[config.mk]
export PLATFORM = sky130hd
export DESIGN_NAME = i2c_bus_arbiter
export DESIGN_NICKNAME = d
export VERILOG_FILES = /design/src/rtl/i2c_bus_arbiter.sv
export SDC_FILE = /design/constraint.sdc
export NUM_CORES = 1
export LEC_CHECK = 0
export CELL_PAD_IN_SITES_DETAIL_PLACEMENT = 2
export CELL_PAD_IN_SITES_GLOBAL_PLACEMENT = 2
export CORE_ASPECT_RATIO = 1.2
export CORE_MARGIN = 5
export CORE_UTILIZATION = 25
export CTS_BUF_LIST = sky130_fd_sc_hd__clkbuf_4 sky130_fd_sc_hd__clkbuf_8 sky130_fd_sc_hd__clkbuf_16
export DETAILED_ROUTE_END_ITERATION = 8
export DONT_BUFFER_PORTS = 1
export GPL_TIMING_DRIVEN = 1
export PLACE_DENSITY = 0.59
export SYNTH_ARGS = -nofsm -noshare
export SYNTH_HDL_FRONTEND = slang
export SYNTH_SLANG_ARGS = --single-unit
[constraint.sdc]
create_clock -name clk -period 2.4 [get_ports clk]
set_input_delay 0.36 -clock clk [delete_from_list [all_inputs] [get_ports clk]]
set_output_delay 0.36 -clock clk [all_outputs]
set_load 0.01 [all_outputs]
[src/rtl/i2c_bus_arbiter.sv]
// Round-robin share of one I2C master controller among NUM_REQ requesters, with a hang timeout.
// Latency: req -> gnt/ctl_enable in 2 clk, done 1 clk after ctl_ready returns; backpressure: requesters hold req until done.
module i2c_bus_arbiter #(
  parameter int NUM_REQ = 4,
  parameter int TIMEOUT = 1023
) (
  input  logic                 clk,
  input  logic                 rst_n,
  input  logic [NUM_REQ-1:0]   req,
  input  logic [7*NUM_REQ-1:0] req_addr,
  input  logic [NUM_REQ-1:0]   req_rw,
  input  logic [8*NUM_REQ-1:0] req_wdata,
  output logic [NUM_REQ-1:0]   gnt,
  output logic [NUM_REQ-1:0]   done,
  output logic                 err,
  output logic [7:0]           rdata,
  output logic                 ctl_enable,
  output logic [6:0]           ctl_addr,
  output logic                 ctl_rw,
  output logic [7:0]           ctl_data_in,
  input  logic                 ctl_ready,
  input  logic [7:0]           ctl_data_out
);

  localparam int PW = (NUM_REQ > 1) ? $clog2(NUM_REQ) : 1;
  localparam logic [NUM_REQ-1:0] GNT_ONE = NUM_REQ'(1);

  typedef enum logic [2:0] {S_IDLE, S_ARB, S_LAUNCH, S_BUSY, S_DONE} state_t;

  state_t          state, next_state;
  logic [PW-1:0]   rr_ptr;
  logic [PW-1:0]   cand;
  logic [PW-1:0]   win_idx;
  logic [PW-1:0]   rr_nxt;
  logic            win_vld;
  logic [9:0]      wait_cnt;
  logic            wait_hit;
  logic            abort;

  assign wait_hit = (wait_cnt == 10'(TIMEOUT));

  // First set request at or above rr_ptr, wrapping around.
  always_comb begin
    win_vld = 1'b0;
    win_idx = '0;
    cand    = '0;
    for (int k = 0; k < NUM_REQ; k++) begin
      cand = PW'((int'(rr_ptr) + k) % NUM_REQ);
      if (!win_vld && req[cand]) begin
        win_vld = 1'b1;
        win_idx = cand;
      end
    end
    rr_nxt = PW'((int'(win_idx) + 1) % NUM_REQ);
  end

  always_comb begin
    next_state = state;
    abort      = 1'b0;
    case (state)
      S_IDLE:   if (|req && ctl_ready) next_state = S_ARB;
      S_ARB:    next_state = win_vld ? S_LAUNCH : S_IDLE;
      S_LAUNCH: begin
        if (!ctl_ready) begin
          next_state = S_BUSY;
        end else if (wait_hit) begin
          next_state = S_DONE;
          abort      = 1'b1;
        end
      end
      S_BUSY: begin
        if (ctl_ready) begin
          next_state = S_DONE;
        end else if (wait_hit) begin
          next_state = S_DONE;
          abort      = 1'b1;
        end
      end
      S_DONE:   next_state = S_IDLE;
      default:  next_state = S_IDLE;
    endcase
  end

  always_ff @(posedge clk or negedge rst_n) begin
    if (!rst_n) state <= S_IDLE;
    else        state <= next_state;
  end

  always_ff @(posedge clk or negedge rst_n) begin
    if (!rst_n) begin
      gnt         <= '0;
      done        <= '0;
      err         <= 1'b0;
      rdata       <= 8'h00;
      ctl_enable  <= 1'b0;
      ctl_addr    <= 7'h00;
      ctl_rw      <= 1'b0;
      ctl_data_in <= 8'h00;
      rr_ptr      <= '0;
      wait_cnt    <= '0;
    end else begin
      // Enable drops the cycle after the controller goes busy, so it stops after one byte.
      ctl_enable <= (next_state == S_LAUNCH);
      done       <= '0;
      err        <= 1'b0;

      if (state == S_ARB && win_vld) begin
        gnt         <= GNT_ONE << win_idx;
        ctl_addr    <= req_addr[int'(win_idx)*7 +: 7];
        ctl_rw      <= req_rw[win_idx];
        ctl_data_in <= req_wdata[int'(win_idx)*8 +: 8];
        rr_ptr      <= rr_nxt;
      end

      if (state == S_BUSY && ctl_ready && ctl_rw) rdata <= ctl_data_out;

      if (next_state == S_DONE) begin
        done <= gnt;
        err  <= abort;
      end

      if (state == S_DONE) gnt <= '0;

      if (next_state != state)
        wait_cnt <= '0;
      else if (state == S_LAUNCH || state == S_BUSY)
        wait_cnt <= wait_cnt + 10'd1;
    end
  end

endmodule

### Word level (Yosys, flattened, before mapping)

Cells that the tools add are included.

| storage, ports and cells | value |
|---|---|
| flip-flop bits (word level) | 49 |
| output and inout port bits | 34 |
| logic and storage cells | 82 |

| operators by class | value |
|---|---|
| add/subtract/negate cells | 5 |
| multiply operators | 1 |
| $lt $le $gt $ge | 5 |
| eq/ne operators | 8 |
| shift operators | 3 |
| mux-type cells | 34 |
| reduce and logical (&&, ||, !) cells | 15 |

Operators with widths:

| kind | count |
|---|---|
| 32-bit by 6-bit indexed part select with 8-bit output | 1 |
| 28-bit by 6-bit indexed part select with 7-bit output | 1 |
| 10-bit two-way mux | 2 |
| 2-bit by 3-bit < comparator with 1-bit output (second input constant) | 5 |
| 1-bit two-way mux | 13 |
| 3-bit two-way mux | 4 |
| 4-bit two-way mux | 3 |
| 3-bit one-hot mux with 4 select lines | 1 |
| 10-bit by 1-bit adder with 10-bit output (second input constant) | 1 |
| 1-bit binary-select mux with 2-bit select | 5 |
| 10-bit == test (second input constant) | 1 |
| 2-bit two-way mux | 5 |
| 3-bit by 2-bit == test with 1-bit output (second input constant) | 3 |
| 1-bit logical AND | 7 |
| 3-bit == test (second input constant) | 2 |
| 2-bit by 3-bit multiplier with 5-bit output (second input constant) | 1 |
| 2-bit by 1-bit adder with 2-bit output (second input constant) | 2 |
| 2-bit adder (second input constant) | 2 |
| 2-bit nonzero test | 2 |
| 4-bit OR reduction | 1 |
| 1-bit by 2-bit left shift with 4-bit output (first input constant) | 1 |
| 3-bit by 1-bit == test with 1-bit output (second input constant) | 1 |
| 1-bit logical NOT | 3 |
| 3-bit logical NOT | 1 |
| 3 further kinds | 3 |

### Logic depth before layout (Yosys ltp)

| logic depth | value |
|---|---|
| depth in word-level cells | 16 |
| depth in mapped cells | 8 |

### Worst setup path before layout

OpenSTA, ideal clock, no wires.

| path | value |
|---|---|
| kind | register to register |
| start point | register rr_ptr[1] |
| end point | register rr_ptr[1] |
| library setup time | 125 ps |
| arrival | 1,706 ps |
| slack | 569 ps |
| stages on the path, launching flop included | 8 |
| path buffers | 1 |
| clock period less this slack | 1,831 ps |
| cells stage by stage | dfrtp_1 mux2_4 nand2_2 nand3_4 inv_6 buf_8 ha_1 mux2_2 |

| on the way | value |
|---|---|
| cells in the longest elaborated chain, start to end | 13 |
| elaborated cells on any way between the ends | 27 |
| those cells by class | add/sub (4); mux (16); reduce/logical (7) |

Ends and longest elaborated chain:

| item | RTL line | text |
|---|---|---|
| from (decl) | 31 | `logic [PW-1:0] rr_ptr;` |
| from (signal assigned) | 112 | `rr_ptr <= rr_nxt;` |
| parallel branches: the longest is 11 deep, another holds 2-bit by 1-bit adder with 2-bit output | n/a |  |
| 2-bit two-way mux (*) | 49 | `if (!win_vld && req[cand]) begin` |
| 2-bit by 1-bit adder with 2-bit output (*) | 54 | `rr_nxt = PW'((int'(win_idx) + 1) % NUM_REQ);` |
| net rr_nxt[1] | 34 | `logic [PW-1:0] rr_nxt;` |

Mark *: on every way through the listed nets, which the timed path passes. The select of a mux whose other input is x is not followed.
A chain may end at the register's enable or synchronous reset.

### Worst setup path in the final report

| path | value |
|---|---|
| start point | register wait_cnt[0] |
| end point | register wait_cnt[2] |

| on the way | value |
|---|---|
| cells in the longest elaborated chain, start to end | 6 |
| elaborated cells on any way between the ends | 10 |
| those cells by class | add/sub (1); eq/ne (2); mux (6); reduce/logical (1) |

Ends and longest elaborated chain:

| item | RTL line | text |
|---|---|---|
| from (decl) | 36 | `logic [9:0] wait_cnt;` |
| from (signal assigned) | 127 | `wait_cnt <= wait_cnt + 10'd1;` |
| 10-bit == test (*) | 40 | `assign wait_hit = (wait_cnt == 10'(TIMEOUT));` |
| 3-bit two-way mux (*) | 66, 74 |  |
| 3-bit two-way mux (on tied branches) | 72, 64 |  |
| 3-bit one-hot mux with 4 select lines (*) | 60 | `case (state)` |
| net next_state[2] | 30 | `state_t state, next_state;` |
| 3-bit != test (*) | 124 | `if (next_state != state)` |
| 10-bit two-way mux / 2-bit nonzero test (equally long branches) | n/a |  |

The timed path passes the listed nets; every way through them passes the cells marked *. The select of a mux whose other input is x is not followed.

==> results.toml <==
[status]
outcome = "complete, no violations"

[critical_path]
timing.setup.critical_path_class = "flip-flop to flip-flop"
worst_setup_path_start_kind = "flip-flop"
cp_max_fo = 10
critical_path_arrival_ns = 2.31
critical_path.endpoint_type = "flip-flop"
timing.critical_path.required_ns = 2.56

[global_routing]
globalRoute.totalOverflow = 0
most_heavily_used_metal_layer_in_global_routing = "met2"
grt.met3_usage = 0.0430
number_of_global_route_vias_before_repair = 2288
grt_pass1_wl_mm = 12.2
grt_start_max_net_pins = 50
met1_usage = 0.131
met2_routing_resource_usage_after_global_routing = 0.216
groute.usage.overall = 0.118
initial_antenna_violation_count = 0

[finish]
fillers = 1140
flow.area_growth_from_synthesis_pct = 11.6
num_antenna_cells = 0
fin_nets = 333
ratio_of_cells_with_drive_above_1_in_the_final_layout = 0.164

[drt]
1st_pass_router_iterations = 4
route.detailed.drc = 0
routed_wl_per_cell_um = 19.9
initialDrtViolationCount = 32
antenna_violating_nets_post_route = 0
via_count = 1955
drt_wl_total_mm = 7.53
route.detailed.vias_per_inst = 5.16

[timing]
report.final.hold_viol_count = 0
clock_skew_ns = 0.00852
setup_slack_of_the_critical_path_after_layout_ns = 0.250
actual_transition_at_the_worst_max_transition_pin_ns = 0.830
slew_hr = 0.447
rsz0062_at_grt = "false"
timing_max_transition_violations_final = 0
final_min_period_over_clock_period = 0.896
period_minus_slack_ns = 2.15
maxClockFrequency_mhz = 465
finalSetupViolCount = 0
totalNegativeSetupSlack_ns = 0

[logic_synthesis]
synth-seq-area-share = 0.456
synth-edff-count = 0
mappedNetlistArea_um2 = 2690
flip_flop_and_latch_count_after_synthesis = 49
post_synth_top_area_share = 0.456
post_synth_num_cell_types = 42
synth_area_leader_cell = "dfrtp_1"
synth_area_leaders = "dfrtp_1, mux2i_1, a221oi_1, and2_1, a211oi_1"
yosysWarningCount = 0
top_count_cell_post_synth = "dfrtp_1"
ys_dominant_reg_cell = "dfrtp_1"
synth.top_cells.by_count = "dfrtp_1, and2_1, mux2i_1, nor2_1"
nets_in_the_synthesized_netlist = 334
ys_async_sr_fraction = 1.00
syn_area_per_cell_um2 = 10.8
synth_cells = 250

[place]
gpl.final_weighted_congestion = 0.725
dp_worst_setup_slack_ns = 0.200
place.port_buffers = 0
dp_hpwl_mm = 5.61

[die]
floorplan.core_area_um2 = 10500
std_cell_rows = 41
boundaryPins = 113
die-area_um2 = 12900
initial_core_util = 0.256
die_w_um = 105
die_span_in_y_um = 124

[clock_tree]
clock_tree_buffer_depth = 2
post_cts.resized_instances = 0
worst_setup_hold_path_clk_slew_ns = 0.07
worstSkewPairLatency_ns = 0.29
postCtsHoldBufs = 2
h-tree-depth = 2
post-cts-setup-buffers = 0
clock_sinks = 49
tritoncts.num_buffers = 5
cts_root_buffer = "clkbuf_16"
tritoncts = "built"

[pwr]
pwr-share-clk = 0.218
p_sw_frac = 0.401
totalPowerFinal_mw = 3.43
vdd_drop_max_v = 0.000398
p_leak_nw = 1.25
internal_portion_of_total_power_mw = 2.06
switching_power_mw = 1.38
pwr-share-seq = 0.446
power_density_nw_per_um2 = 1140
comb_power_share = 0.336

[flow_run]
drv.max_cap_violation_count = 0

[worst_hold_path]
hold_path.class = "input port to flip-flop"
==> state kept, by name, indices dropped and copies added (netlist names) <==
signal and flops:
wait_cnt 10, err 1, ctl_data_in 8, gnt 4, ctl_addr 7, rdata 8, ctl_enable 1, ctl_rw 1
rr_ptr 2, done 4, state 3
==> cells by family (layout without fill, tap and decap cells) <==
kind of cell,count (synthesis),count (layout),synth area share
AOI/OAI and AO/OA,50,50,0.145
buffers and inverters,18,18,0.0381
muxes,31,31,0.121
and+or+nand+nor,87,87,0.184
adders and majority gates,5,5,0.0233
DFF,49,49,0.456
xor gates and xnor gates,10,10,0.0326
==> area by class of cell <==
cell class	instances	area (um^2)	area share
Timing Repair Buffer	6	67.6	0.0225
Tap cell	129	161	0.0538
Sequential cell	49	1230	0.408
Clock inverter	1	5.00	0.00167
Inverter	4	20.0	0.00667
Multi-Input combinational cell	183	1370	0.456
Clock buffer	7	153	0.0508
==> path summary, 6_finish.rpt <==
path                               endpoint       startpoint  slack [ns]  cells after the start
min in group asynchronous          state[1]            rst_n        0.63                      2
worst max-delay path            wait_cnt[2]      wait_cnt[0]        0.25                      6
max in group asynchronous            ctl_rw            rst_n        1.56                      2
worst max register to register  wait_cnt[2]      wait_cnt[0]        0.25                      6
worst min register to register    rr_ptr[0]        rr_ptr[0]        0.54                      2
worst min-delay path               rdata[0]  ctl_data_out[0]        0.22                      1
==> cell usage in the layout, fill, tap and decap left out, drive strengths merged, types with 2 or more instances in the layout <==
cell type	instances
clkbuf	7
mux2i	21
and2	22
a211oi	17
nand2	11
inv	4
ha	5
a211o	2
nor2b	3
mux2	10
buf	5
nand2b	2
nand4	3
a221oi	16
nand3	7
and3	2
nor2	32
xor2	6
dfrtp	49
nor4	2
xnor2	4
a21oi	5
o22ai	4
==> worst max-delay path: stages (launching register included) <==
cell and delay, ns:
dfrtp_1 0.40, ha_1 0.21, and2_1 0.15, nand4_1 0.26
a211oi_2 0.44, a211o_1 0.49, nor2_2 0.08
==> power by group through the flow <==
stage / combinational, mW / sequential [mW] / clock (mW)
after floorplan: 1.02 / 1.41 / 0
after global placement: 1.13 / 1.56 / 0
after detailed placement: 1.17 / 1.57 / 0
after CTS: 1.20 / 1.56 / 0.776
after global routing: 1.31 / 1.59 / 0.812
final: 1.15 / 1.53 / 0.748
==> metrics by stage <==
step	hold slack (ns)	std cells	util	area (um^2)
after CTS	0.212	379	0.286	3000
after floorplan	0.0644	250	-	2690
after detailed placement	0.0664	369	0.267	2810
final	0.219	379	0.286	3000
after global routing	0.209	379	0.286	3000
after global placement	0.0664	369	0.267	2810
==> layer usage <==
metal	vias up	share of wire
li1	902	-
met4	0	0.0072
met2	68	0.53
met1	981	0.39
met3	4	0.065
met5	-	0
(Power assumes the default switching activity.)
